$ cat config.mk
export PLATFORM = sky130hd
export DESIGN_NAME = arbiter_n_sync
export DESIGN_NICKNAME = d
export VERILOG_FILES = /design/src/rtl/arbiter_n_sync.sv
export SDC_FILE = /design/constraint.sdc
export NUM_CORES = 1
export LEC_CHECK = 0
export CORE_MARGIN = 4
export CORE_UTILIZATION = 39
export DETAILED_ROUTE_END_ITERATION = 8
export MAX_ROUTING_LAYER = met4
export PLACE_DENSITY = 0.65
export SLEW_MARGIN = 40
export SYNTH_ARGS = -nofsm -noshare
export SYNTH_HDL_FRONTEND = slang
export SYNTH_SLANG_ARGS = --single-unit
$ cat constraint.sdc
create_clock -name clk -period 1.8 [get_ports clk]
set_clock_uncertainty 0.15 [all_clocks]
set_input_delay 0.36 -clock clk [delete_from_list [all_inputs] [get_ports clk]]
set_output_delay 0.36 -clock clk [all_outputs]
set_load 0.005 [all_outputs]
$ cat src/rtl/arbiter_n_sync.sv
`default_nettype none
// +--------------------------------------------------------------------------+
// | Module   : arbiter_n_sync                                                |
// | Purpose  : Registered N-requester arbiter, fixed or round-robin policy,  |
// |            grant locked until release, chain en/any for cascading.       |
// |            Optional macro ARB_HOLD_LIMIT_EN caps a holder at HOLD_MAX.   |
// | Revision : 1.0 - initial release                                         |
// +--------------------------------------------------------------------------+
module arbiter_n_sync #(
    parameter int N        = 4,
    parameter int HOLD_MAX = 8
) (
    input  logic         clk,
    input  logic         rst_n,
    input  logic         en,
    input  logic         mode,
    input  logic [N-1:0] r,
    output logic [N-1:0] g,
    output logic         any,
    output logic         busy
);

    localparam int IW = $clog2(N);

    typedef enum logic [0:0] {
        ST_IDLE  = 1'b0,
        ST_GRANT = 1'b1
    } state_t;

    state_t          r_state;
    state_t          w_state_nxt;
    logic [N-1:0]    r_g;
    logic [N-1:0]    w_g_nxt;
    logic            r_busy;
    logic [IW-1:0]   r_h;
    logic [IW-1:0]   w_h_nxt;
    logic [IW-1:0]   r_p;
    logic [IW-1:0]   w_p_nxt;
    logic [N-1:0]    w_hmask;
    logic [N-1:0]    w_req;
    logic            w_force;
    logic            w_decide;
    logic [IW-1:0]   w_fix_win;
    logic [IW-1:0]   w_rr_win;
    logic            w_rr_found;
    logic [IW-1:0]   w_win;

`ifdef ARB_HOLD_LIMIT_EN
    localparam int CW = $clog2(HOLD_MAX + 1);
    logic [CW-1:0]   r_cnt;
    logic [CW-1:0]   w_cnt_nxt;

    // Pre-empt only when someone else is waiting; otherwise the holder keeps g.
    assign w_force = (r_state == ST_GRANT) && r[r_h] &&
                     (r_cnt == CW'(HOLD_MAX)) && (|(r & ~w_hmask));
`else
    assign w_force = 1'b0;
`endif

    assign any      = |r;
    assign g        = r_g;
    assign busy     = r_busy;
    assign w_hmask  = {{(N-1){1'b0}}, 1'b1} << r_h;
    assign w_req    = w_force ? (r & ~w_hmask) : r;
    assign w_decide = (r_state == ST_IDLE) || !r[r_h] || w_force;
    assign w_win    = mode ? w_rr_win : w_fix_win;

    always_comb begin
        w_fix_win = '0;
        for (int i = 0; i < N; i++) begin
            if (w_req[i]) w_fix_win = IW'(i);
        end
    end

    // Ascending search starting one past the last winner, wrapping at N.
    always_comb begin
        int idx;
        w_rr_win   = '0;
        w_rr_found = 1'b0;
        idx        = 0;
        for (int off = 1; off <= N; off++) begin
            idx = int'(r_p) + off;
            if (idx >= N) idx = idx - N;
            if (!w_rr_found && w_req[idx]) begin
                w_rr_found = 1'b1;
                w_rr_win   = IW'(idx);
            end
        end
    end

    always_comb begin
        w_state_nxt = r_state;
        w_g_nxt     = r_g;
        w_h_nxt     = r_h;
        w_p_nxt     = r_p;
`ifdef ARB_HOLD_LIMIT_EN
        w_cnt_nxt   = r_cnt;
`endif
        if (!en) begin
            w_state_nxt = ST_IDLE;
            w_g_nxt     = '0;
`ifdef ARB_HOLD_LIMIT_EN
            w_cnt_nxt   = '0;
`endif
        end else if (w_decide) begin
            if (|w_req) begin
                w_state_nxt = ST_GRANT;
                w_g_nxt     = {{(N-1){1'b0}}, 1'b1} << w_win;
                w_h_nxt     = w_win;
                w_p_nxt     = w_win;
`ifdef ARB_HOLD_LIMIT_EN
                w_cnt_nxt   = CW'(1);
`endif
            end else begin
                w_state_nxt = ST_IDLE;
                w_g_nxt     = '0;
`ifdef ARB_HOLD_LIMIT_EN
                w_cnt_nxt   = '0;
`endif
            end
        end else begin
`ifdef ARB_HOLD_LIMIT_EN
            if (r_cnt != CW'(HOLD_MAX)) w_cnt_nxt = r_cnt + CW'(1);
`endif
        end
    end

    always_ff @(posedge clk or negedge rst_n) begin
        if (!rst_n) begin
            r_state <= ST_IDLE;
            r_g     <= '0;
            r_busy  <= 1'b0;
            r_h     <= '0;
            r_p     <= IW'(N - 1);
        end else begin
            r_state <= w_state_nxt;
            r_g     <= w_g_nxt;
            r_busy  <= |w_g_nxt;
            r_h     <= w_h_nxt;
            r_p     <= w_p_nxt;
        end
    end

`ifdef ARB_HOLD_LIMIT_EN
    always_ff @(posedge clk or negedge rst_n) begin
        if (!rst_n) r_cnt <= '0;
        else        r_cnt <= w_cnt_nxt;
    end
`endif

endmodule
`default_nettype wire

==> flow_summary_export.csv <==
group,metric,value,unit
finish,multi_input_comb_area,347.8,um^2
floorplanning,core_area,1366,um^2
floorplanning,die_area,2189,um^2
drt,ant_nets,0,
timing,fmax,0.5574,GHz
place,numPortBuffers,13,
timing,period_minus_slack,1.794,ns
finish,nets,91,
grt,grt_pass1_wl,2.235,mm
clock_network,cts-root-buf,"clkbuf_4",
finish,regArea,252.7,um^2
floorplanning,initial_core_util,0.4295,
pwr,p_int,577.7,uW
timing,tightest_slew,0.4313,ns
finish,syn_to_final_growth,42.22,%
drt,via_per_inst,5.526,
pwr,comb_power_share,0.344,
drt,post-route-drc-count,0,
synth,ys_warn_count,0,
finish,antennaDiodeCount,0,
pwr,seqPwrFrac,0.419,
timing,rsz0062_at_grt,"yes",
setup_path,arrival,1.80,ns
clock_network,cts_buffer_depth,2,
status,outcome,"finished, final reports clean",
timing,maxSlewViolCount,0,
floorplanning,die_width,46.79,um
setup_path,end_kind,"register",
timing,slew_headroom,0.7115,
clock_network,path_clk_slew,0.07,ns
setup_path,r2r_start,"r_p[1]$_DFFE_PN1P_",
drt,wirelength,1.335,mm
synth,avgSynthCellArea,9.780,um^2
synth,synth_edf_count,0,
setup_path,ff2ff_path_depth,5,
drt,firstDrtPassIters,4,
synth,synth-seq-cells,10,
clock_network,clk_latency,0.26,ns
setup_path,timing.rr.end,"g[2]$_DFF_PN0_",
run,cap_violations,0,
place,gp_congestion,0.8308,
floorplanning,rows,13,
synth,syn_inst,60,
grt,grt_pass1_vias,504,
pwr,ir_worst_vdd,640.0,uV
grt,grt.total_usage,0.1525,
pwr,pwr_density_cell,995.0,nW/um^2
synth,synthesis.area,586.8,um^2
timing,period_share,0.9966,
place,dp_hpwl,1.026,mm
grt,antenna_found_initial,0,
pwr,p_clk_frac,0.237,
synth,async_flop_share,1.000,
clock_network,htree_levels,1,
finish,fill_cells,116,
setup_path,cp_max_fo,10,
timing,hold_violations,0,
setup_path,cp-start-kind,"register",
pwr,power.leakage,0.3645,nW
synth,syn_nets,68,
pwr,swShare,0.3043,
timing,finalSetupTns,0,ns
setup_path,setup.worst_path.class,"register to register",
setup_path,regToRegSetupSlack,0.006,ns
clock_network,cts.sinks,10,
finish,fin_area,834.6,um^2
synth,synth_sequential_area_ratio,0.4307,
timing,finalSetupViolCount,0,
finish,utilization,0.6108,
setup_path,cp_slowest_cell,"dfstp_2",
floorplanning,io_pins,14,
pwr,power.net_switching,252.7,uW
floorplanning,die_y,46.79,um
clock_network,tritoncts,"done",
clock_network,cts_hold_buf,0,
drt,drtIter0Drc,8,
setup_path,worstPathRequired,1.80,ns
synth,ys_types,33,
setup_path,cpPeakStageDelay,0.41,ns
grt,grt_max_degree,11,
grt,overflow,0,
min_path,hold_path.class,"input port to async pin",
finish,drive_gt1_frac,0.3293,
drt,dr_total_vias,536,
drt,wl_per_cell,13.76,um
clock_network,cts_made_buffers,3,
synth,ys.flop_type,"dfrtp_1",
setup_path,crit_chain,"or3b_1 > a211o_1 > a31oi_4 > nor2_4 > a22o_2",
place,placed_area,779.5,um^2
power groups by stage:
stage / logic (mW) / clock network [mW] / registers [mW]
2_1_floorplan: 0.189 / 0 / 0.324
3_3_place_gp: 0.268 / 0 / 0.351
3_5_place_dp: 0.269 / 0 / 0.352
4_1_cts: 0.282 / 0.202 / 0.348
5_1_grt: 0.315 / 0.215 / 0.358
6_report: 0.286 / 0.197 / 0.348
cells in the mapped netlist (2+ instances only):
cell type  instances  share of area
nand2_1           12          0.077
and3_1             2          0.021
nand2b_1           4          0.043
dfrtp_1            8           0.34
o21ai_1            2          0.017
a22o_2             2          0.034
nor2_1             2          0.013
mux2_2             2          0.038
dfstp_2            2          0.090
worst max path at each step:
| stage | from | to | slack, ns | cells past startpoint |
|---|---|---|---|---|
| final | r_p[1]$_DFFE_PN1P_ | g[2]$_DFF_PN0_ | 0.006 | 5 |
| after global routing | r_h[1]$_DFFE_PN0P_ | r_h[1]$_DFFE_PN0P_ | -0.04 | 4 |
| after CTS | r_h[1]$_DFFE_PN0P_ | r_h[1]$_DFFE_PN0P_ | 0.01 | 4 |
| after floorplan | r[3] | r_h[1]$_DFFE_PN0P_ | -0.02 | 5 |
| after global placement | r[1] | any | -0.55 | 3 |
| after detailed placement | r[1] | any | -0.58 | 3 |
layout make-up:
cell class	count	share of cell area
multi-input combinational	47	0.4168
tap	15	0.02249
sequential	10	0.3028
inverter	1	0.004498
clock buffer	4	0.04348
timing repair buffer	20	0.2099
cell usage in the layout (no fill, tap or decap), types with 2 or more instances in the layout:
master	count
buf_4	7
nand2_1	12
dfstp_2	2
o21ai_1	2
clkdlybuf4s50_1	8
nor2_4	2
clkbuf_4	3
and3_1	2
dlygate4sd2_1	3
dfrtp_1	8
a22o_2	2
nand2b_1	4
per-layer routing:
| metal | routed length [um] | global-route usage | share of wire | vias to the layer above |
|---|---|---|---|---|
| li1 | - | - | - | 264 |
| met1 | 576 | 0.1896 | 0.43 | 255 |
| met2 | 655 | 0.2276 | 0.49 | 17 |
| met3 | 103 | 0.06897 | 0.077 | 0 |
| met4 | 0 | 0.03315 | 0 | 0 |
| met5 | 0 | - | 0 | - |
flip-flops by register name, indices dropped and copies added (netlist names):
register and cells:
busy 1, g 4, r_h 2, r_p 2
r_state 1
logic make-up (layout without fill, tap and decap cells):
group,count (synthesis),after routing,share of synthesized area
AO/OA/AOI/OAI,14,14,0.1855
buffers and inverters,3,25,0.03410
flip-flops,10,10,0.4307
multiplexers,3,3,0.07675
AND/OR/NAND/NOR,30,30,0.2729
critical path, delay by kind of cell, from the launching register on:
kind	cells	cell delay, ns
DFF	1	0.41
and+or+nand+nor	2	0.42
AOI/OAI and AO/OA	3	0.72
timing repair:
item                                    4_1_cts  5_1_grt
endpoints found under the setup margin        9        6
pin swaps                                     1        5
gates resized for setup                      14        1
buffers inserted                              0        0
through the flow:
step	power (mW)	hold WS [ns]	setup slack [ns]	std cells
final	0.8304	0.2511	0.006112	97
after global routing	0.8888	0.2842	-0.03893	97
after CTS	0.8311	0.2619	0.01068	97
after detailed placement	0.6213	0.3442	-0.5833	93
after global placement	0.6183	0.3418	-0.5501	93
after floorplan	0.5133	-0.08559	-0.01961	60
Note: power is estimated with default switching activity, not from simulation.
